**config.mk**
```make
export PLATFORM = sky130hd
export DESIGN_NAME = example_call_driver
export DESIGN_NICKNAME = d
export VERILOG_FILES = /design/src/rtl/example_call_driver.sv
export SDC_FILE = /design/constraint.sdc
export NUM_CORES = 1
export LEC_CHECK = 0
export ABC_AREA = 1
export CAP_MARGIN = 5
export CORE_MARGIN = 2
export CORE_UTILIZATION = 52
export CTS_BUF_LIST = sky130_fd_sc_hd__clkbuf_4 sky130_fd_sc_hd__clkbuf_8
export CTS_CLUSTER_DIAMETER = 150
export DETAILED_ROUTE_END_ITERATION = 10
export GPL_TIMING_DRIVEN = 0
export PLACE_DENSITY = 0.87
export SLEW_MARGIN = 20
export SYNTH_ARGS = -nofsm -noshare
export SYNTH_HDL_FRONTEND = slang
export SYNTH_SLANG_ARGS = --single-unit
```
**constraint.sdc**
```tcl
create_clock -name clock -period 4.9 [get_ports clock]
set_input_delay 0.49 -clock clock [delete_from_list [all_inputs] [get_ports clock]]
set_output_delay 0.49 -clock clock [all_outputs]
set_load 0.1 [all_outputs]
```
**src/rtl/example_call_driver.sv**
```systemverilog
// Batch call driver: issues cmd_count component calls under a credit limit and
// buffers the returns in a DEPTH-entry result FIFO, summing them per batch.
module example_call_driver #(
  parameter int unsigned DEPTH = 4
) (
  input  logic        clock,
  input  logic        resetn,
  input  logic        cmd_valid,
  output logic        cmd_ready,
  input  logic [15:0] cmd_count,
  output logic        call_start,
  input  logic        call_busy,
  input  logic        ret_done,
  output logic        ret_stall,
  input  logic [31:0] ret_data,
  output logic        res_valid,
  input  logic        res_ready,
  output logic [31:0] res_data,
  output logic [47:0] batch_sum,
  output logic        batch_done,
  output logic        err_unexp
);

  localparam int unsigned AW = $clog2(DEPTH);
  localparam logic [AW+1:0] DepthCred = (AW+2)'(DEPTH);
  localparam logic [AW:0]   DepthCnt  = (AW+1)'(DEPTH);
  localparam logic [AW:0]   OneCnt    = (AW+1)'(1);
  localparam logic [AW-1:0] OnePtr    = AW'(1);

  typedef enum logic [1:0] {StIdle, StIssue, StDrain} state_e;

  state_e          state_q, state_d;
  logic [15:0]     remaining_q, remaining_d;
  logic [AW:0]     outstanding_q, outstanding_d;
  logic [AW:0]     count_q, count_d;
  logic [AW-1:0]   wr_ptr_q, rd_ptr_q;
  logic [31:0]     mem_q [DEPTH];
  logic [47:0]     batch_sum_q, batch_sum_d;
  logic            batch_done_q, batch_done_d;
  logic            err_unexp_q;
  logic [AW+1:0]   credits_used;
  logic            call_acc, ret_acc, push, pop;

  // Outstanding calls plus buffered results may never exceed the FIFO depth.
  assign credits_used = {1'b0, outstanding_q} + {1'b0, count_q};

  assign cmd_ready  = (state_q == StIdle);
  assign call_start = (state_q == StIssue) && (remaining_q != '0) && (credits_used < DepthCred);
  assign call_acc   = call_start & ~call_busy;
  assign ret_stall  = (count_q == DepthCnt);
  assign ret_acc    = ret_done & ~ret_stall;
  assign push       = ret_acc & (outstanding_q != '0);
  assign res_valid  = (count_q != '0);
  assign pop        = res_valid & res_ready;
  assign res_data   = mem_q[rd_ptr_q];
  assign batch_sum  = batch_sum_q;
  assign batch_done = batch_done_q;
  assign err_unexp  = err_unexp_q;

  always_comb begin
    state_d       = state_q;
    remaining_d   = remaining_q;
    batch_sum_d   = batch_sum_q;
    batch_done_d  = 1'b0;
    outstanding_d = outstanding_q;
    count_d       = count_q;

    case ({call_acc, push})
      2'b10:   outstanding_d = outstanding_q + OneCnt;
      2'b01:   outstanding_d = outstanding_q - OneCnt;
      default: outstanding_d = outstanding_q;
    endcase

    case ({push, pop})
      2'b10:   count_d = count_q + OneCnt;
      2'b01:   count_d = count_q - OneCnt;
      default: count_d = count_q;
    endcase

    if (push) batch_sum_d = batch_sum_q + {16'd0, ret_data};

    case (state_q)
      StIdle: begin
        if (cmd_valid) begin
          batch_sum_d = '0;
          if (cmd_count != '0) begin
            remaining_d = cmd_count;
            state_d     = StIssue;
          end else begin
            batch_done_d = 1'b1;
          end
        end
      end
      StIssue: begin
        if (call_acc) begin
          remaining_d = remaining_q - 16'd1;
          if (remaining_q == 16'd1) state_d = StDrain;
        end
      end
      StDrain: begin
        if (outstanding_q == '0) begin
          state_d      = StIdle;
          batch_done_d = 1'b1;
        end
      end
      default: state_d = StIdle;
    endcase
  end

  always_ff @(posedge clock or negedge resetn) begin
    if (!resetn) begin
      state_q       <= StIdle;
      remaining_q   <= '0;
      outstanding_q <= '0;
      count_q       <= '0;
      batch_sum_q   <= '0;
      batch_done_q  <= 1'b0;
      err_unexp_q   <= 1'b0;
    end else begin
      state_q       <= state_d;
      remaining_q   <= remaining_d;
      outstanding_q <= outstanding_d;
      count_q       <= count_d;
      batch_sum_q   <= batch_sum_d;
      batch_done_q  <= batch_done_d;
      if (ret_acc && (outstanding_q == '0)) err_unexp_q <= 1'b1;
    end
  end

  // Storage is reset so the head reads zero out of reset.
  always_ff @(posedge clock or negedge resetn) begin
    if (!resetn) begin
      wr_ptr_q <= '0;
      rd_ptr_q <= '0;
      for (int i = 0; i < int'(DEPTH); i++) mem_q[i] <= '0;
    end else begin
      if (push) begin
        mem_q[wr_ptr_q] <= ret_data;
        wr_ptr_q        <= wr_ptr_q + OnePtr;
      end
      if (pop) rd_ptr_q <= rd_ptr_q + OnePtr;
    end
  end

endmodule

```
======== Word level (Yosys, flattened, before mapping) ========
Index checks and enable logic that the tools add are counted.
word-level totals
  flip-flop bits (word level) ............. 206
  output and inout bits ................... 86
  logic and storage cells ................. 87
  bits of input ports ..................... 54
cells by class
  bitwise gates (word level) .............. 8
  $lt $le $gt $ge ......................... 4
  add/subtract/negate cells ............... 9
  reductions and logical operators ........ 15
  multiplexer cells ....................... 25
  eq/ne operators ......................... 13
operators by type and width
  operator                 count
  $mux W48                 3
  $bwmux W128              1
  $mux W32                 3
  $bmux W32 S2             1
  $demux W32 S2            1
  $add A48 B32 Y48         1
  $mux W16                 3
  $pmux W16 S2             1
  $reduce_bool A16 Y1      2
  $eq A16 B1 Y1 const B    1
  $sub A16 B1 Y16 const B  1
  $pmux W3 S2              2
  $mux W2                  5
  $add A3 B1 Y3 const B    2
  $eq A2 B1 Y1 const B     3
  $eq A2 B2 Y1 const B     3
  $ge A3 B3 Y1 const B     2
  $ne A2 B2 Y1 const B     3
  $not A2 Y3               2
  $pmux W2 S3              1
  $reduce_bool A2 Y1       3
  $reduce_bool A3 Y1       2
  $sub A3 B1 Y3 const B    2
  $reduce_and A5 Y1        1
  14 further kinds         25

======== Depth between registers and ports, before layout ========
Gate-level depths: netlist (run 1).
  depth in word-level cells ............... 7
  mapped depth ............................ 15
  gate-level depth less buffers ........... 15

======== Worst setup path after synthesis (run 1) ========
OpenSTA, ideal clock, no wires.
  kind .................................... flip-flop to output port
  start ................................... reg rd_ptr_q[0]
  end ..................................... out res_data[22]
  data arrival time ....................... 2,479 ps
  data required time ...................... 4,410 ps
  setup slack ............................. 1,931 ps
  stages on the path, launching flop included .. 5
  buffers on the path ..................... 2
  cell sequence ........................... dfrtp_1 clkbuf_1 clkbuf_1 nor2_1 o22ai_1
between the ends
  word-level cells in the longest chain between the ends .. 4
RTL lines
  element                                      line  text
  start, declared                              36    logic [AW-1:0] wr_ptr_q, rd_ptr_q;
  start signal, assigned                       141   if (pop) rd_ptr_q <= rd_ptr_q + OnePtr;
  $not A2 Y3 (not written as such)             55    assign res_data = mem_q[rd_ptr_q];
  $bmux W32 S2                                 55
  $mux W32 (not written as such) (2 in a row)  55
  end, declared                                18    output logic [31:0] res_data,
Every way passes these cells. The select of a mux whose other input is x is not followed.

======== Final worst setup path (run 1) ========
  start ................................... reg rd_ptr_q[0]
  end ..................................... out res_data[2]
Same word-level chain as after synthesis.

==> results.ini, run 1 <==
[cts]
numClockSinks=206
worst_skew_pair.late_latency_ps=540
cts-root-buf=clkbuf_8
h-tree-depth=2
cts.clk_slew.worst_paths_ps=70
cts_made_buffers=36
cts_resized=0
cts_max_path_buffers=3
ctsHoldBuffers=1
cts_tree=built
cts_setup_buffers=0

[global_routing]
grt_overflow=0
grt_max_degree=104
grt_pass1_vias=12200
grt_usage=0.306
grt_pass1_wl_um=59800
antenna_found_initial=0

[timing]
hold_violations=0
setup_viol=0
fin_setup_tns_ps=0
post-route-period-util=0.793
rsz0062_at_grt=no
worstMarginPinSlew_ps=1060
period_needed_ps=3880
setup_ws_ps=1020
fmax_mhz=257
maxSlewViolCount=0
maxSlewHeadroom=0.293
skew_ps=13.8

[status]
status=complete, no violations

[routing]
drc=0
drt_iter0_markers=1224
drt_pass1_iterations=5
routed_wl_um=37500
ant_nets=0
vias=12500
avgRoutedWirePerCell_um=16.9
routed_via_density=5.60

[placed_design]
place_ws_ps=1610
hpwl_um=27800
gp_congestion=0.975
port_buffers=139

[synth]
synth_mux_area_frac=0
synth_area_mm2=0.0122
synth_top_family_by_area=simple AND/OR/NAND/NOR gates
yosysWarnings=0
yosys.area_share.simple=0.260
synth_seq_area_share=0.423
avgSynthCellArea_um2=7.17
synth_cells=1702
synth_xor_area_frac=0.0122
synth.ff_latch_count=206
syn_nets=1801
yosysUniqueCellTypes=43
synthAdderAreaFrac=0.0480
synth_compound_area_frac=0.166

[setup_path]
critPathRequiredTime_ps=4410
startpoint=rd_ptr_q[0]$_DFFE_PN0P_
end_kind=primary output
endpoint=res_data[2]
reg2reg_from=count_q[1]$_DFFE_PN0P_
r2r_slack_ps=2310
cp.arrival_ps=3390
rr_worst_depth=12
r2r-end=outstanding_q[2]$_DFFE_PN0P_
path_max_fanout=10
crit_path_start_kind=flop
criticalPathCategory=reg -> out

[layout]
multiInputGateArea_mm2=0.00593
regArea_mm2=0.00515
n_fill_cell=2039
final_common_cell=nand2_1
final_cell_mix=nand2_1, o21ai_0, inv_1
syn_to_final_growth_pct=21.4
design.final.nets=1981
antenna_cells=0
drive_gt1_frac=0.0603

[floorplanning]
dieHeight_um=157
die_x_um=157
rows=56
pin_count=140
die_area_mm2=0.0247
coreArea_mm2=0.0233
start_util=0.524

[flow_run]
maxCapViolCount=0

[hold_path]
hold_class=in -> async

## logic make-up (layout without fill, tap and decap cells)
logic type | count (synthesis) | count (layout)
flops | 206 | 206
fa+ha+maj | 45 | 45
simple gates | 778 | 778
buf+inv | 285 | 489
compound gates | 371 | 371
xor+xnor | 17 | 17
## how the worst min path moves through the flow
stage / to / slack [ps] / depth (start not counted)
2_1_floorplan: batch_done$_DFF_PN0_ / 190 / 0
3_3_place_gp: mem_q[35]$_DFFE_PN0P_ / 460 / 2
3_5_place_dp: mem_q[26]$_DFFE_PN0P_ / 370 / 1
4_1_cts: mem_q[59]$_DFFE_PN0P_ / 400 / 2
5_1_grt: mem_q[24]$_DFFE_PN0P_ / 420 / 2
6_report: mem_q[59]$_DFFE_PN0P_ / 400 / 2
## Yosys cell counts (all sizes together)
master | count | area [um^2]
a21o | 1 | 7.51
a21oi | 57 | 285
a31oi | 3 | 18.8
and2 | 1 | 6.26
buf | 19 | 111
clkbuf | 42 | 158
clkinv | 2 | 7.51
dfrtp | 206 | 5150
fa | 3 | 60.1
ha | 42 | 526
inv | 222 | 833
nand2 | 475 | 1800
nand2b | 1 | 6.26
nand3 | 89 | 455
nand3b | 2 | 18.8
nand4 | 7 | 43.8
nor2 | 178 | 688
nor3 | 15 | 80.1
nor3b | 1 | 12.5
nor4 | 6 | 43.8
o211ai | 10 | 80.1
o21a | 15 | 113
o21ai | 246 | 1260
o21bai | 6 | 45.0
o22ai | 32 | 200
o31ai | 1 | 7.51
or2 | 3 | 18.8
xnor2 | 12 | 105
xor2 | 5 | 43.8
## registers in the layout, indices dropped and copies added (netlist names)
signal and count:
batch_done 1, batch_sum 48, count_q 3, err_unexp 1, mem_q 128, outstanding_q 3
rd_ptr_q 2, remaining_q 16, state_q 2, wr_ptr_q 2
## layout make-up
type | instances | share of cell area
tap | 319 | 0.0269
sequential | 206 | 0.348
multi-input combinational | 1211 | 0.401
buffer | 61 | 0.0182
clock buffer | 56 | 0.0487
inverter | 224 | 0.0568
clock inverter | 6 | 0.00228
timing repair buffer | 142 | 0.0987
## stage by stage
step,instance area [um^2],cells,util,hold WS [ps]
after detailed placement,14000,2162,0.604,367
after floorplan,12200,1702,-,194
after global placement,14000,2160,0.601,460
final,14800,2225,0.637,398
after global routing,14800,2225,0.637,416
after CTS,14800,2225,0.637,395
## per-layer routing
metal	vias up	wire length, um	global-route usage	part of all wire
li1	5846	-	-	-
met1	5855	14900	0.386	0.40
met2	638	17900	0.516	0.48
met3	130	3080	0.0548	0.082
met4	0	1630	0.139	0.043
met5	-	0	0	0
## critical path, cell delays in order (launching register included)
cell             delay [ps]
dfrtp_1                 380
clkbuf_1                370
clkbuf_1                490
nor2_1                  140
o22ai_1                 290
clkdlybuf4s50_1        1190
Power of run 1 is left out: the tool's default activity adds up to more than one toggle a clock period on the data nets, which glitch-free logic cannot reach.
==> run 2, diff against run 1 <==
clock period = 3.8 ns   (was 4.9 ns; I/O delays follow)
==> results.ini, run 2 (synthesized netlist as in run 1, its figures left out) <==
[routing]
routed_via_density=5.60  ; about the same
drc=0  ; unchanged
vias=12500  ; -0.096%
routed_wl_um=37600  ; +0.34%
ant_nets=0  ; unchanged
drt_pass1_iterations=5  ; unchanged
drt_iter0_markers=1125  ; -8.1%
avgRoutedWirePerCell_um=16.9  ; +0.34%

[layout]
drive_gt1_frac=0.0603  ; unchanged
largest_register=mem_q
final_cell_mix=nand2_1, o21ai_0, inv_1
final_common_cell=nand2_1
final_area_mm2=0.0148  ; +0.17%
fin_cells=2225  ; unchanged
design.final.nets=1981  ; unchanged
syn_to_final_growth_pct=21.6
antenna_cells=0  ; unchanged
largest_reg_flops=128  ; unchanged
n_fill_cell=2029  ; -0.49%

[setup_path]
end_kind=primary output
cp_top_family=buffers and inverters
cpPeakStageDelay_ps=1180  ; about the same
path_max_fanout=10  ; unchanged
crit_top_cell=clkbuf_1
cp_cell_sequence=clkbuf_1 -> clkbuf_1 -> o21ai_0 -> o22ai_1 -> clkdlybuf4s50_1
rr_worst_depth=12  ; unchanged
criticalPathCategory=reg -> out
critPathSlowestCell=clkdlybuf4s50_1
cp.arrival_ps=3430  ; +40 ps
path_buf_inv=3  ; unchanged
path_depth=5  ; unchanged
critPathRequiredTime_ps=3420  ; -990 ps
crit_path_start_kind=flop

[floorplanning]
die_x_um=157  ; unchanged
rows=56  ; unchanged
pin_count=140  ; unchanged
die_area_mm2=0.0247  ; unchanged
coreArea_mm2=0.0233  ; unchanged
start_util=0.524  ; unchanged
dieHeight_um=157  ; unchanged

[timing]
fin_setup_tns_ps=-8.00  ; -8.00 ps
hold_violations=0  ; unchanged
setup_viol=1  ; +1
worstMarginPinSlew_ps=1060  ; -0.0199 ps
fin_hold_ws_ps=297  ; -101 ps
maxSlewViolCount=0  ; unchanged
setup_ws_ps=-8.00  ; -1020 ps
fmax_mhz=263
post-route-period-util=1.00
skew_ps=17.7  ; +3.89 ps
period_needed_ps=3810
maxSlewHeadroom=0.293  ; about the same

[global_routing]
grt_usage=0.306  ; unchanged
grt_overflow=0  ; unchanged
grt_pass1_wl_um=59800  ; unchanged
grt_pass1_vias=12200  ; unchanged
antenna_found_initial=0  ; unchanged
grt_max_degree=104  ; unchanged

[hold_path]
hold_class=in -> async

[placed_design]
port_buffers=139  ; unchanged
place_area_mm2=0.0140  ; unchanged
gp_congestion=0.975  ; unchanged
hpwl_um=27800  ; unchanged
dp.cells=2162  ; unchanged

[cts]
numClockSinks=206  ; unchanged
worst_skew_pair.late_latency_ps=540  ; about the same
cts_setup_buffers=0  ; unchanged
cts_max_path_buffers=3  ; unchanged
cts_made_buffers=36  ; unchanged
cts.clk_slew.worst_paths_ps=70  ; about the same
h-tree-depth=2  ; unchanged
cts_tree=built
cts-root-buf=clkbuf_8

[flow_run]
maxCapViolCount=0  ; unchanged

[status]
violations=setup timing
status=complete, but fails checks

[run 2: layer usage]
| metal | up-vias | GRT usage | routed length (um) |
|---|---|---|---|
| met3 | 127 | 0.0548 | 3000 |
| met2 | 602 | 0.516 | 18100 |
| met1 | 5884 | 0.386 | 15000 |
| met5 | - | 0 | 0 |
| met4 | 0 | 0.139 | 1520 |
| li1 | 5844 | - | - |
[run 2: worst paths after layout]
kind,end,startpoint,slack (ps)
min reg2reg,err_unexp$_DFFE_PN0P_,err_unexp$_DFFE_PN0P_,480
max reg2reg,outstanding_q[2]$_DFFE_PN0P_,count_q[1]$_DFFE_PN0P_,1230
max,res_data[29],rd_ptr_q[0]$_DFFE_PN0P_,-8
max in group asynchronous,remaining_q[9]$_DFFE_PN0P_,resetn,2710
min,mem_q[26]$_DFFE_PN0P_,resetn,300
min in group clock,batch_sum[2]$_DFF_PN0_,cmd_valid,470
[run 2: what timing repair did]
action	4_1_cts	5_1_grt
endpoints found under the hold margin	28	0
gates resized for setup	0	10
hold buffers	1	0
endpoints found under the setup margin	0	10
[run 2: through the flow]
step,util,setup slack [ps]
detailed placement,0.604,616
CTS,0.637,38.1
global placement,0.601,-5990
finish,0.638,-8.00
global route,0.638,-92.2
floorplan,-,941
[run 2: final cells by class]
type / count / area [um^2] / area share
tap: 319 / 399 / 0.0269
timing repair buffer: 142 / 1490 / 0.100
inverter: 224 / 841 / 0.0567
sequential: 206 / 5150 / 0.347
clock buffer: 56 / 721 / 0.0486
buffer: 61 / 269 / 0.0181
multi-input combinational: 1211 / 5930 / 0.400
clock inverter: 6 / 33.8 / 0.00228
Power of run 2 is left out for the same reason.
==> run 3, diff against run 2 <==
RECOVER_POWER = 25   (was default)
==> results.ini, run 3 (synthesized netlist as in run 1, its figures left out) <==
[status]
status=complete, but fails checks
violations=capacitance limit, slew limit, setup timing

[setup_path]
crit_top_cell=clkbuf_1
crit_path_start_kind=flop
cp.arrival_ps=3440  ; about the same
rr_worst_depth=12  ; unchanged
cp_top_family=buffers and inverters
criticalPathCategory=reg -> out
end_kind=primary output
critPathSlowestCell=clkdlybuf4s50_1
path_depth=5  ; unchanged
path_buf_inv=3  ; unchanged
cp_cell_sequence=clkbuf_1 -> clkbuf_1 -> o21ai_0 -> o22ai_1 -> clkdlybuf4s50_1
critPathRequiredTime_ps=3420  ; about the same
path_max_fanout=10  ; unchanged
cpPeakStageDelay_ps=1170  ; about the same

[hold_path]
hold_class=in -> reg
min_path_cells=2

[routing]
vias=12500  ; +0.12%
ant_nets=0  ; unchanged
drc=0  ; unchanged
avgRoutedWirePerCell_um=16.9  ; +0.10%
drt_iter0_markers=1223  ; +8.7%
routed_wl_um=37700  ; +0.10%
drt_pass1_iterations=7  ; +2
routed_via_density=5.61  ; +0.12%

[timing]
setup_ws_ps=-19.4  ; -11.4 ps
worstMarginPinSlew_ps=1760  ; +706 ps
post-route-period-util=1.01  ; +0.00301
maxSlewViolCount=30  ; +30
fin_hold_ws_ps=457  ; +160 ps
fmax_mhz=262  ; -0.30%
setup_viol=1  ; unchanged
hold_violations=0  ; unchanged
period_needed_ps=3820  ; +11.4 ps
skew_ps=20.0  ; +2.30 ps
fin_setup_tns_ps=-19.4  ; -11.4 ps
maxSlewHeadroom=-0.176  ; -0.469

[global_routing]
grt_overflow=0  ; unchanged
grt_usage=0.306  ; unchanged
grt_pass1_vias=12200  ; unchanged
grt_max_degree=104  ; unchanged
grt_pass1_wl_um=59800  ; unchanged
antenna_found_initial=0  ; unchanged

[cts]
cts-root-buf=clkbuf_8
h-tree-depth=2  ; unchanged
cts_tree=built
worst_skew_pair.late_latency_ps=540  ; about the same
numClockSinks=206  ; unchanged
cts.clk_slew.worst_paths_ps=60  ; about the same
cts_setup_buffers=0  ; unchanged
cts_made_buffers=36  ; unchanged
cts_max_path_buffers=3  ; unchanged

[layout]
design.final.nets=1981  ; unchanged
final_common_cell=nand2_1
drive_gt1_frac=0.0598  ; -0.000525
antenna_cells=0  ; unchanged
final_cell_mix=nand2_1, o21ai_0, inv_1
largest_reg_flops=128  ; unchanged
largest_register=mem_q
syn_to_final_growth_pct=21.4

[floorplanning]
die_x_um=157  ; unchanged
coreArea_mm2=0.0233  ; unchanged
dieHeight_um=157  ; unchanged
start_util=0.524  ; unchanged
pin_count=140  ; unchanged
rows=56  ; unchanged
die_area_mm2=0.0247  ; unchanged

[placed_design]
gp_congestion=0.975  ; unchanged
port_buffers=139  ; unchanged
hpwl_um=27800  ; unchanged

[flow_run]
maxCapViolCount=1  ; +1

-- run 3: cell types whose count changed in the layout (fill, tap and decap cells not counted), sizes merged --
cell,before,now
buf,22,20
clkbuf,98,100
-- run 3: area by class of cell --
class,instances,area (um^2)
multi-input cells,1211,5930
flip-flops and latches,206,5150
plain buffers,61,269
repair buffers,142,1460
inverters,224,841
clock inverters,6,33.8
well taps,319,399
clock buffers,56,721
fillers,2033,8460
-- run 3: per-layer routing --
metal / global-route usage / vias up / wire length (um)
met3: 0.0548 / 129 / 3130
met4: 0.139 / 0 / 1550
met5: 0 / - / 0
met1: 0.386 / 5889 / 14900
li1: - / 5846 / -
met2: 0.516 / 608 / 18000
-- run 3: repair_timing --
action | 4_1_cts | 5_1_grt
endpoints found under the setup margin | 0 | 10
gates resized for setup | 0 | 10
hold buffers | 1 | 0
hold endpoints to repair | 28 | 0
-- run 3: worst paths after layout --
path	end	startpoint	slack (ps)
max in group asynchronous	remaining_q[9]$_DFFE_PN0P_	resetn	620
min in group asynchronous	mem_q[26]$_DFFE_PN0P_	resetn	850
min	batch_sum[2]$_DFF_PN0_	cmd_valid	460
min reg2reg	err_unexp$_DFFE_PN0P_	err_unexp$_DFFE_PN0P_	480
max reg2reg	outstanding_q[2]$_DFFE_PN0P_	count_q[1]$_DFFE_PN0P_	1220
max	res_data[29]	rd_ptr_q[0]$_DFFE_PN0P_	-20
-- run 3: stage by stage --
stage	worst slack [ps]	cell area (um^2)	util	std cells
after floorplan	941	12200	-	1702
after global placement	-5990	14000	0.601	2160
after detailed placement	616	14000	0.604	2162
after CTS	38.1	14800	0.637	2225
after global routing	-92.2	14800	0.637	2225
final	-19.4	14800	0.637	2225
Power of run 3 is left out for the same reason.
